File: config.mk
export PLATFORM = sky130hd
export DESIGN_NAME = counter_read_sequencer
export DESIGN_NICKNAME = d
export VERILOG_FILES = /design/src/rtl/counter_read_sequencer.sv
export SDC_FILE = /design/constraint.sdc
export NUM_CORES = 1
export LEC_CHECK = 0
export BUFFER_PORTS_ARGS = -buffer_cell sky130_fd_sc_hd__buf_2
export CAP_MARGIN = 25
export CORE_ASPECT_RATIO = 0.8
export CORE_MARGIN = 2
export CORE_UTILIZATION = 50
export CTS_CLUSTER_DIAMETER = 80
export DETAILED_ROUTE_END_ITERATION = 12
export GPL_ROUTABILITY_DRIVEN = 0
export HOLD_SLACK_MARGIN = 0.15
export PLACE_DENSITY = 0.73
export SYNTH_ARGS = -nofsm -noshare
export SYNTH_HDL_FRONTEND = slang
export SYNTH_SLANG_ARGS = --single-unit
File: constraint.sdc
create_clock -name i_aclk -period 2.3 [get_ports i_aclk]
set_input_delay 0.46 -clock i_aclk [delete_from_list [all_inputs] [get_ports i_aclk]]
set_output_delay 0.46 -clock i_aclk [all_outputs]
set_load 0.02 [all_outputs]
File: src/rtl/counter_read_sequencer.sv
// Tear-free 64-bit counter reader: issues high/low/high system-op reads and
// retries while the high word changes. The result goes out on a valid/ready port.
package counter_read_sequencer_pkg;
  localparam int unsigned DATA_SIZE = 32;

  typedef enum logic [2:0] {
    RDCYCLE    = 3'd0,
    RDCYCLEH   = 3'd1,
    RDTIME     = 3'd2,
    RDTIMEH    = 3'd3,
    RDINSTRET  = 3'd4,
    RDINSTRETH = 3'd5,
    SCALL      = 3'd6,
    SBREAK     = 3'd7
  } t_sysop;
endpackage

module counter_read_sequencer
  import counter_read_sequencer_pkg::*;
#(
  parameter int unsigned MAX_RETRIES = 3
) (
  input  logic                 i_aclk,
  input  logic                 i_reset,
  input  logic                 i_req_valid,
  input  logic [1:0]           i_req_sel,
  output logic                 o_req_ready,
  output t_sysop               o_op,
  output logic                 o_op_valid,
  input  logic [DATA_SIZE-1:0] i_result,
  output logic                 o_rsp_valid,
  output logic [63:0]          o_rsp_data,
  output logic                 o_rsp_err,
  input  logic                 i_rsp_ready
);

  // Keep at least one bit so MAX_RETRIES = 0 still elaborates; the compare never passes then.
  localparam int unsigned RW = (MAX_RETRIES > 0) ? $clog2(MAX_RETRIES + 1) : 1;
  localparam logic [RW-1:0] RETRY_LIMIT = RW'(MAX_RETRIES);

  typedef enum logic [2:0] {IDLE, HI1, LO, HI2, RESP} state_t;

  state_t               state_q, state_d;
  logic [1:0]           sel_q, sel_d;
  logic [RW-1:0]        retry_q, retry_d;
  logic [DATA_SIZE-1:0] hi_q, hi_d;
  logic [DATA_SIZE-1:0] lo_q, lo_d;
  logic [63:0]          data_q, data_d;
  logic                 err_q, err_d;
  t_sysop               op_hi, op_lo;

  always_comb begin
    case (sel_q)
      2'd1: begin
        op_hi = RDTIMEH;
        op_lo = RDTIME;
      end
      2'd2: begin
        op_hi = RDINSTRETH;
        op_lo = RDINSTRET;
      end
      default: begin
        op_hi = RDCYCLEH;
        op_lo = RDCYCLE;
      end
    endcase
  end

  always_comb begin
    state_d     = state_q;
    sel_d       = sel_q;
    retry_d     = retry_q;
    hi_d        = hi_q;
    lo_d        = lo_q;
    data_d      = data_q;
    err_d       = err_q;
    o_op        = RDCYCLE;
    o_op_valid  = 1'b0;
    o_req_ready = 1'b0;
    o_rsp_valid = 1'b0;

    case (state_q)
      IDLE: begin
        o_req_ready = 1'b1;
        if (i_req_valid) begin
          sel_d   = i_req_sel;
          retry_d = '0;
          if (i_req_sel == 2'd3) begin
            data_d  = '0;
            err_d   = 1'b1;
            state_d = RESP;
          end else begin
            state_d = HI1;
          end
        end
      end
      HI1: begin
        o_op       = op_hi;
        o_op_valid = 1'b1;
        hi_d       = i_result;
        state_d    = LO;
      end
      LO: begin
        o_op       = op_lo;
        o_op_valid = 1'b1;
        lo_d       = i_result;
        state_d    = HI2;
      end
      HI2: begin
        o_op       = op_hi;
        o_op_valid = 1'b1;
        if (i_result == hi_q) begin
          data_d  = {hi_q, lo_q};
          err_d   = 1'b0;
          state_d = RESP;
        end else if (retry_q < RETRY_LIMIT) begin
          // The fresh high word becomes the reference, so the retry resumes at LO.
          hi_d    = i_result;
          retry_d = retry_q + RW'(1);
          state_d = LO;
        end else begin
          data_d  = {i_result, 32'h0};
          err_d   = 1'b1;
          state_d = RESP;
        end
      end
      RESP: begin
        o_rsp_valid = 1'b1;
        if (i_rsp_ready) state_d = IDLE;
      end
      default: state_d = IDLE;
    endcase
  end

  always_ff @(posedge i_aclk) begin
    if (i_reset) begin
      state_q <= IDLE;
      sel_q   <= '0;
      retry_q <= '0;
      hi_q    <= '0;
      lo_q    <= '0;
      data_q  <= '0;
      err_q   <= 1'b0;
    end else begin
      state_q <= state_d;
      sel_q   <= sel_d;
      retry_q <= retry_d;
      hi_q    <= hi_d;
      lo_q    <= lo_d;
      data_q  <= data_d;
      err_q   <= err_d;
    end
  end

  assign o_rsp_data = data_q;
  assign o_rsp_err  = err_q;

endmodule

==> results of run 1 <==
-- cell type report --
type / count / area [um2]
Fill cell: 949 / 4110
Multi-Input combinational cell: 503 / 3030
Sequential cell: 136 / 2720
Timing Repair Buffer: 154 / 963
Clock buffer: 20 / 447
Tap cell: 148 / 185
Clock inverter: 12 / 140
Inverter: 2 / 7.51
-- routing by layer --
| layer | GRT usage [%] | vias to the layer above | wire length, um | share of wire, % |
|---|---|---|---|---|
| met2 | 38.0 | 242 | 7080 | 43 |
| met5 | 0 | - | 0 | 0 |
| met1 | 37.3 | 2583 | 7770 | 47 |
| li1 | - | 2655 | - | - |
| met4 | 10.1 | 0 | 325 | 2.0 |
| met3 | 5.24 | 23 | 1420 | 8.6 |
-- worst paths after layout --
check                  from        endpoint  slack (ns)  cells past startpoint
max                hi_q[28]        hi_q[10]        0.11                      7
min            i_req_sel[1]        sel_q[1]        0.33                      3
max reg2reg        hi_q[28]        hi_q[10]        0.11                      7
min reg2reg  o_rsp_data[41]  o_rsp_data[41]        0.46                      1
-- registers in the layout, summed over array words and instances, names as in the netlist --
signal	count
o_rsp_data	64
hi_q	32
lo_q	32
state_q	3
retry_q	2
sel_q	2
o_rsp_err	1
-- kinds of logic after synthesis --
group | after synthesis
fa+ha+maj | 1
buf+inv | 64
mux | 34
xor+xnor | 32
compound gates | 206
simple gates | 230
flops | 136
-- cells in the final DEF (no fill, tap or decap), types with 4 or more instances in the layout --
| cell | Yosys | final |
|---|---|---|
| buf_2 | 10 | 107 |
| clkbuf_16 | 0 | 17 |
| mux2i_1 | 34 | 34 |
| nand2b_1 | 67 | 67 |
| o21ai_0 | 24 | 24 |
| buf_4 | 1 | 41 |
| inv_6 | 0 | 4 |
| nand4_1 | 9 | 9 |
| buf_12 | 0 | 6 |
| xnor2_1 | 32 | 29 |
| nand2_1 | 101 | 101 |
| a21oi_1 | 135 | 134 |
| o2bb2ai_1 | 32 | 32 |
| nand3_1 | 32 | 32 |
| o21ai_1 | 10 | 10 |
| nor2_1 | 6 | 6 |
| dfxtp_1 | 136 | 136 |
-- critical path: stages, from the launching register on --
cell and delay, ns:
dfxtp_1 0.41, xnor2_2 0.17, nand4_1 0.20, nor4_4 0.40
nand2_1 0.19, a31oi_4 0.29, buf_12 0.22, mux2i_1 0.23
-- what timing repair did --
action / CTS / global route
setup buffers: 0 / 1
endpoints found under the hold margin: 0 / 0
hold buffers: 0 / 0
gates resized for setup: 0 / 3
endpoints found under the setup margin: 0 / 54
-- power by group through the flow --
| stage | clock network [mW] | logic, mW | registers, mW |
|---|---|---|---|
| after global placement | 0 | 0.633 | 2.58 |
| after CTS | 2.72 | 0.657 | 2.53 |
| after detailed placement | 0 | 0.651 | 2.58 |
| after floorplan | 0 | 0.418 | 2.57 |
| final | 2.69 | 0.668 | 2.54 |
| after global routing | 2.82 | 0.716 | 2.55 |
==> results.cfg, run 1 <==
[timing]
setup_ws_ns = 0.111
setup_violations = 0
fin_crit_sh_pct = 95.2
tns_ns = 0
drv_slew = 0
whs_ns = 0.327
hold_viol_final = 0
rsz0062_at_grt = no
skew_ns = 0.00698
min_period_ns = 2.19
relSlewSlack_pct = 42.6
worst_pin_slew_ns = 0.861
fmax_mhz = 457

[yosys]
synth_area_mm2 = 0.00598
synth_area_leaders = dfxtp_1 (46%), a21oi_1 (11%), nand2b_1 (7.0%)
synth.avg_cell_area_um2 = 8.51
async_flop_share_pct = 0
synthesis.nets = 742
synth_common_cells = dfxtp_1 (136), a21oi_1 (135), nand2_1 (101)
yosys.cell_count.top_type = dfxtp_1
ys_seq_area_share_pct = 45.5
netlist_instances = 703
synth-simple-area-share_pct = 19.6
synthAdderAreaFrac_pct = 0.209
yosys.cell_types.count = 31
synthMuxAreaShare_pct = 5.69
yosysWarnings = 0
synth_seq_cells = 136
synth_edf_count = 0
synth_ff_type = dfxtp_1
synth_top_area_share_pct = 45.5
synth_xor_area_share_pct = 4.68
synth_top_family_by_area = compound AO/OA/AOI/OAI gates
yosysTopAreaCell = dfxtp_1
synth_compound_area_share_pct = 19.7

[power_and_ir_drop]
peakVddDrop_mv = 0.529
sequentialPowerShare_pct = 43.1
p_sw_share_pct = 25.6
p_comb_share_pct = 11.3
power.leakage_nw = 3.01
power_density_mw_per_mm2 = 787
power_switching_mw = 1.51
p_total_mw = 5.90
p_int_mw = 4.39
pwr-share-clk_pct = 45.6

[setup_path]
start_kind = flop
crit_path_max_fanout = 19
critical_path_class = reg -> reg
arrival_ns = 2.52
critical_path_required_ns = 2.63
end_kind = flop

[drt]
wl_per_cell_um = 17.0
route.detailed.drc = 0
drt-initial-drc-count = 677
viasPerCell = 5.64
first_pass_iters = 5
vias = 5503
ant_nets = 0
wl_um = 16600

[final_layout]
nNetsFinal = 853
fin_area_mm2 = 0.00749
utilization_pct = 64.6
fin_cells = 975
n_antenna_cell = 0
drive_gt1_share_pct = 23.3
area_growth_pct = 25.3

[floorplanning]
dieArea_mm2 = 0.0129
start_util_pct = 51.6
num_io_pins = 109
core.rowCount = 35
fp.dieH_um = 102
die_w_um = 126
core_area_mm2 = 0.0116

[status]
status = completed

[placement]
dp.cells = 942
portBuffers = 108
hpwl_um = 11100
post_dp_cell_area_mm2 = 0.00688
post-place-ws_ns = -0.237

[clock_tree]
clock_sinks = 136
htreeDepth = 4
clk_latency_ns = 0.42
cts_tree = done
clk_pin_slew_ns = 0.06
cts_root_buf = clkbuf_16
cts_buffers = 17
clk_path_buf_depth = 2

[global_routing]
groute.usage.overall_pct = 25.7
gr-total-overflow = 0
grt_pass1_vias = 4995
grt_max_degree = 114
antenna_found_initial = 0
grt_pass1_wl_um = 26100

[run]
drv_cap = 0

[worst_hold_path]
hold_path_class = in -> reg
Note: power is estimated with default switching activity, not from simulation.
==> run 2: changes to the inputs <==
BUFFER_PORTS_ARGS = unset   (was -buffer_cell sky130_fd_sc_hd__buf_2)
DONT_BUFFER_PORTS = 1   (was unset)
PLACE_DENSITY = unset   (was 0.73)
==> results.cfg, run 2 (synthesized netlist as in run 1, its figures left out) <==
[status]
status = completed

[floorplanning]
core_area_mm2 = 0.0116
num_io_pins = 109
core.rowCount = 35
start_util_pct = 51.6
fp.dieH_um = 102
die_w_um = 126
dieArea_mm2 = 0.0129

[final_layout]
final_cell_mix = dfxtp_1 (136), a21oi_1 (134), nand2_1 (101)
mostFrequentLayoutCell = dfxtp_1
n_antenna_cell = 0
nNetsFinal = 731
utilization_pct = 59.5
n_fill_cell = 1016
drive_gt1_share_pct = 10.1
area_growth_pct = 15.3
largest_reg_flops = 64

[setup_path]
cp.depth = 7
path_buf_inv = 1
startpoint = hi_q[28]
max_stage_delay_ns = 0.40
r2r_start = hi_q[28]
path_delay_family = simple AND/OR/NAND/NOR gates
crit_chain = xnor2_1, nand4_1, nor4_4, nand2_1, a31oi_4, buf_12, mux2i_1
r2r.worst_path.cells = 7
start_kind = flop
crit_path_max_fanout = 16
arrival_ns = 2.51
critical_path_class = reg -> reg
cp_slowest_cell = nor4_4
end_kind = flop
critical_path_required_ns = 2.64

[clock_tree]
clock_sinks = 136
postCtsSetupBuffers = 0
cts_tree = done
clk_latency_ns = 0.42
cts_buffers = 17
cts_root_buf = clkbuf_16
clk_path_buf_depth = 2
htreeDepth = 4
clk_pin_slew_ns = 0.06

[timing]
fmax_mhz = 462
worst_pin_slew_ns = 0.696
skew_ns = 0.00629
min_period_ns = 2.17
hold_viol_final = 0
relSlewSlack_pct = 53.2
drv_slew = 0
fin_crit_sh_pct = 94.2
rsz0062_at_grt = yes
setup_violations = 0

[global_routing]
grt_pass1_vias = 4863
gr-total-overflow = 0
antenna_found_initial = 0
grt_max_degree = 72
grt_pass1_wl_um = 25300
groute.usage.overall_pct = 25.2

[drt]
drt-initial-drc-count = 360
ant_nets = 0
first_pass_iters = 5
vias = 4976
route.detailed.drc = 0
wl_um = 15800
wl_per_cell_um = 18.5
viasPerCell = 5.83

[placement]
portBuffers = 0
hpwl_um = 10700

[power_and_ir_drop]
p_total_mw = 6.01
peakVddDrop_mv = 0.730
power.leakage_nw = 2.44
power_density_mw_per_mm2 = 871

[run]
drv_cap = 0

[worst_hold_path]
hold_path_class = in -> reg
min-delay-start = i_result[22]
holdPathStages = 2
## run 2: cell count changes in the layout (fill, tap and decap cells not counted)
cell / previous run / this run
clkinv_2: 1 / 2
bufinv_16: 2 / 4
buf_16: 0 / 2
clkinvlp_4: 3 / 1
clkbuf_1: 2 / 1
xnor2_1: 29 / 30
xnor2_2: 3 / 2
buf_2: 107 / 0
buf_4: 41 / 26
buf_12: 6 / 4
## run 2: stage by stage
step	setup slack (ns)	cell area (um2)	instances	hold slack, ns	TNS (ns)
2_1_floorplan	0.196	5980	703	0.437	0
3_5_place_dp	0.0181	6220	820	0.442	0
5_1_grt	-0.0499	6900	853	0.163	-0.728
6_report	0.134	6900	853	0.176	0
4_1_cts	0.0613	6890	853	0.167	0
3_3_place_gp	-0.0796	6200	819	0.440	-2.41
## run 2: timing repair
action,CTS,global route
hold endpoints to repair,71,0
gates resized for setup,0,2
hold buffers,1,0
setup endpoints to repair,0,89
## run 2: final cells by class
cell class	instances	area, um2	area share [%]
Clock buffer	19	443	6.42
Clock inverter	13	190	2.76
Inverter	2	7.51	0.109
Multi-Input combinational cell	503	3020	43.8
Sequential cell	136	2720	39.5
Tap cell	148	185	2.68
Timing Repair Buffer	32	330	4.79
## run 2: routing by layer
layer  vias up  share of wire, %  global-route usage (%)
li1       2416                 -                       -
met1      2401                43                    30.8
met2       140                47                    42.6
met3        19               7.6                    8.27
met4         0               1.7                    8.28
met5         -                 0                       0
## run 2: worst reg2reg max path, stage by stage, from the launching register on
cell and delay, ns:
dfxtp_1 0.33, xnor2_1 0.25, nand4_1 0.20, nor4_4 0.40, nand2_1 0.19, a31oi_4 0.30
buf_12 0.22, mux2i_1 0.21
## run 2: path summary, 6_finish.rpt
path	slack, ns	to
worst max register to register	0.13	hi_q[3]
worst max-delay path	0.13	hi_q[3]
worst min register to register	0.46	lo_q[18]
worst min-delay path	0.18	lo_q[22]
## run 2: report_power, final
part | switching, mW | leakage, nW | internal, mW
registers | 0.0823 | 1.10 | 2.46
clock network | 1.05 | 0.309 | 1.86
logic | 0.308 | 1.02 | 0.256
total | 1.44 | 2.44 | 4.57
==> run 3: changes to the inputs <==
--- a/config.mk
+++ b/config.mk
@@ -16,2 +16,3 @@
 export HOLD_SLACK_MARGIN = 0.15
+export REMOVE_ABC_BUFFERS = 1
 export SYNTH_ARGS = -nofsm -noshare
==> constraint.sdc (replaced) <==
create_clock -name i_aclk -period 2.3 [get_ports i_aclk]
set_input_delay 0.69 -clock i_aclk [delete_from_list [all_inputs] [get_ports i_aclk]]
set_output_delay 0.69 -clock i_aclk [all_outputs]
set_load 0.02 [all_outputs]
==> results.cfg, run 3 (synthesized netlist as in run 1, its figures left out) <==
[placement]
post_dp_cell_area_mm2 = 0.00631
hpwl_um = 10300
dp.cells = 826
portBuffers = 0

[final_layout]
area_growth_pct = 15.8
fin_area_mm2 = 0.00693
final_cell_mix = a21oi_1 (134), dfxtp_1 (134), nand2_1 (101)
utilization_pct = 59.7
nNetsFinal = 736
fin_cells = 858
drive_gt1_share_pct = 11.3
largest_reg_flops = 64
n_antenna_cell = 0

[global_routing]
grt_pass1_wl_um = 25400
antenna_found_initial = 0
gr-total-overflow = 0
grt_pass1_vias = 4836
top_usage_layer = met2
use_met1_pct = 32.6
grt_max_degree = 140
grt_use_met3_pct = 6.86
use_met2_pct = 40.2
groute.usage.overall_pct = 24.9

[setup_path]
cp_slowest_cell = dfxtp_1
critical_path_required_ns = 2.63
r2r.worst_path.cells = 8
startpoint = hi_q[23]
arrival_ns = 2.48
r2r_start = hi_q[23]
rr_endpoint = hi_q[19]
max_stage_delay_ns = 0.38
crit_path_max_fanout = 16
end_kind = flop
critical_path_class = reg -> reg
start_kind = flop
crit_chain = xnor2_1, nand4_1, nor4_4, buf_4, nand2_1, a31oi_4, buf_12, mux2i_2
r2r_slack_ns = 0.15

[worst_hold_path]
hold_path_class = in -> reg
min-delay-start = i_reset
holdPathStages = 1
hold_path_end = o_rsp_data[1]

[power_and_ir_drop]
peakVddDrop_mv = 0.631
power_density_mw_per_mm2 = 834
power.leakage_nw = 2.43
p_total_mw = 5.77

[drt]
first_pass_iters = 4
drt-initial-drc-count = 314
ant_nets = 0
wl_um = 15900
route.detailed.drc = 0
vias = 4996
wl_per_cell_um = 18.5
viasPerCell = 5.82

[floorplanning]
core_area_mm2 = 0.0116
die_w_um = 126
dieArea_mm2 = 0.0129
start_util_pct = 51.6
fp.dieH_um = 102
core.rowCount = 35
num_io_pins = 109

[timing]
fin_crit_sh_pct = 93.5
hold_viol_final = 0
tns_ns = 0
fmax_mhz = 465
skew_ns = 0.00772
setup_violations = 0
rsz0062_at_grt = no
min_period_ns = 2.15
relSlewSlack_pct = 67.3
drv_slew = 0
worst_pin_slew_ns = 0.484

[clock_tree]
htreeDepth = 4
cts_buffers = 17
clk_pin_slew_ns = 0.06
clk_path_buf_depth = 2
cts_tree = done
clk_latency_ns = 0.41
cts_root_buf = clkbuf_16
clock_sinks = 136

[status]
status = completed

[run]
drv_cap = 0
run 3: worst max path at each step:
stage	to	cells past startpoint	slack, ns
3_5_place_dp	hi_q[4]	8	-0.19
6_report	hi_q[19]	8	0.15
2_1_floorplan	o_rsp_data[62]	6	-2.02
4_1_cts	o_op[2]	4	0.03
3_3_place_gp	hi_q[19]	8	-0.08
5_1_grt	o_rsp_data[23]	9	0.004
run 3: layer usage:
layer / routed length, um / vias up
met4: 191 / 0
met5: 0 / -
met1: 7300 / 2428
met3: 1010 / 18
met2: 7400 / 131
li1: - / 2419
run 3: layout make-up:
| type | count | area [um2] |
|---|---|---|
| Clock buffer | 21 | 470 |
| Clock inverter | 11 | 123 |
| Fill cell | 996 | 4680 |
| Inverter | 2 | 7.51 |
| Multi-Input combinational cell | 503 | 3030 |
| Sequential cell | 136 | 2730 |
| Tap cell | 148 | 185 |
| Timing Repair Buffer | 37 | 390 |
run 3: what timing repair did:
action,4_1_cts,5_1_grt
cloned,0,0
endpoints found under the setup margin,1,4
pin swaps,0,0
setup buffers,0,0
hold buffers,0,0
gates resized for setup,1,5
run 3: power breakdown:
group,switching [mW],internal [mW]
clock network,1.02,1.68
logic,0.275,0.256
registers,0.0881,2.46
total,1.38,4.39
run 3: stage by stage:
step | hold WS (ns) | worst slack [ns]
floorplan | 0.431 | -2.02
global placement | 0.436 | -0.0810
detailed placement | 0.441 | -0.187
CTS | 0.327 | 0.0260
global route | 0.333 | 0.00357
finish | 0.339 | 0.150
run 3: worst max-delay path: cells and delay by family (launching register included):
family	cells	cell delay, ns
simple gates	3	0.64
compound gates	1	0.27
flops	1	0.38
xor+xnor	1	0.14
buf+inv	2	0.38
mux	1	0.24
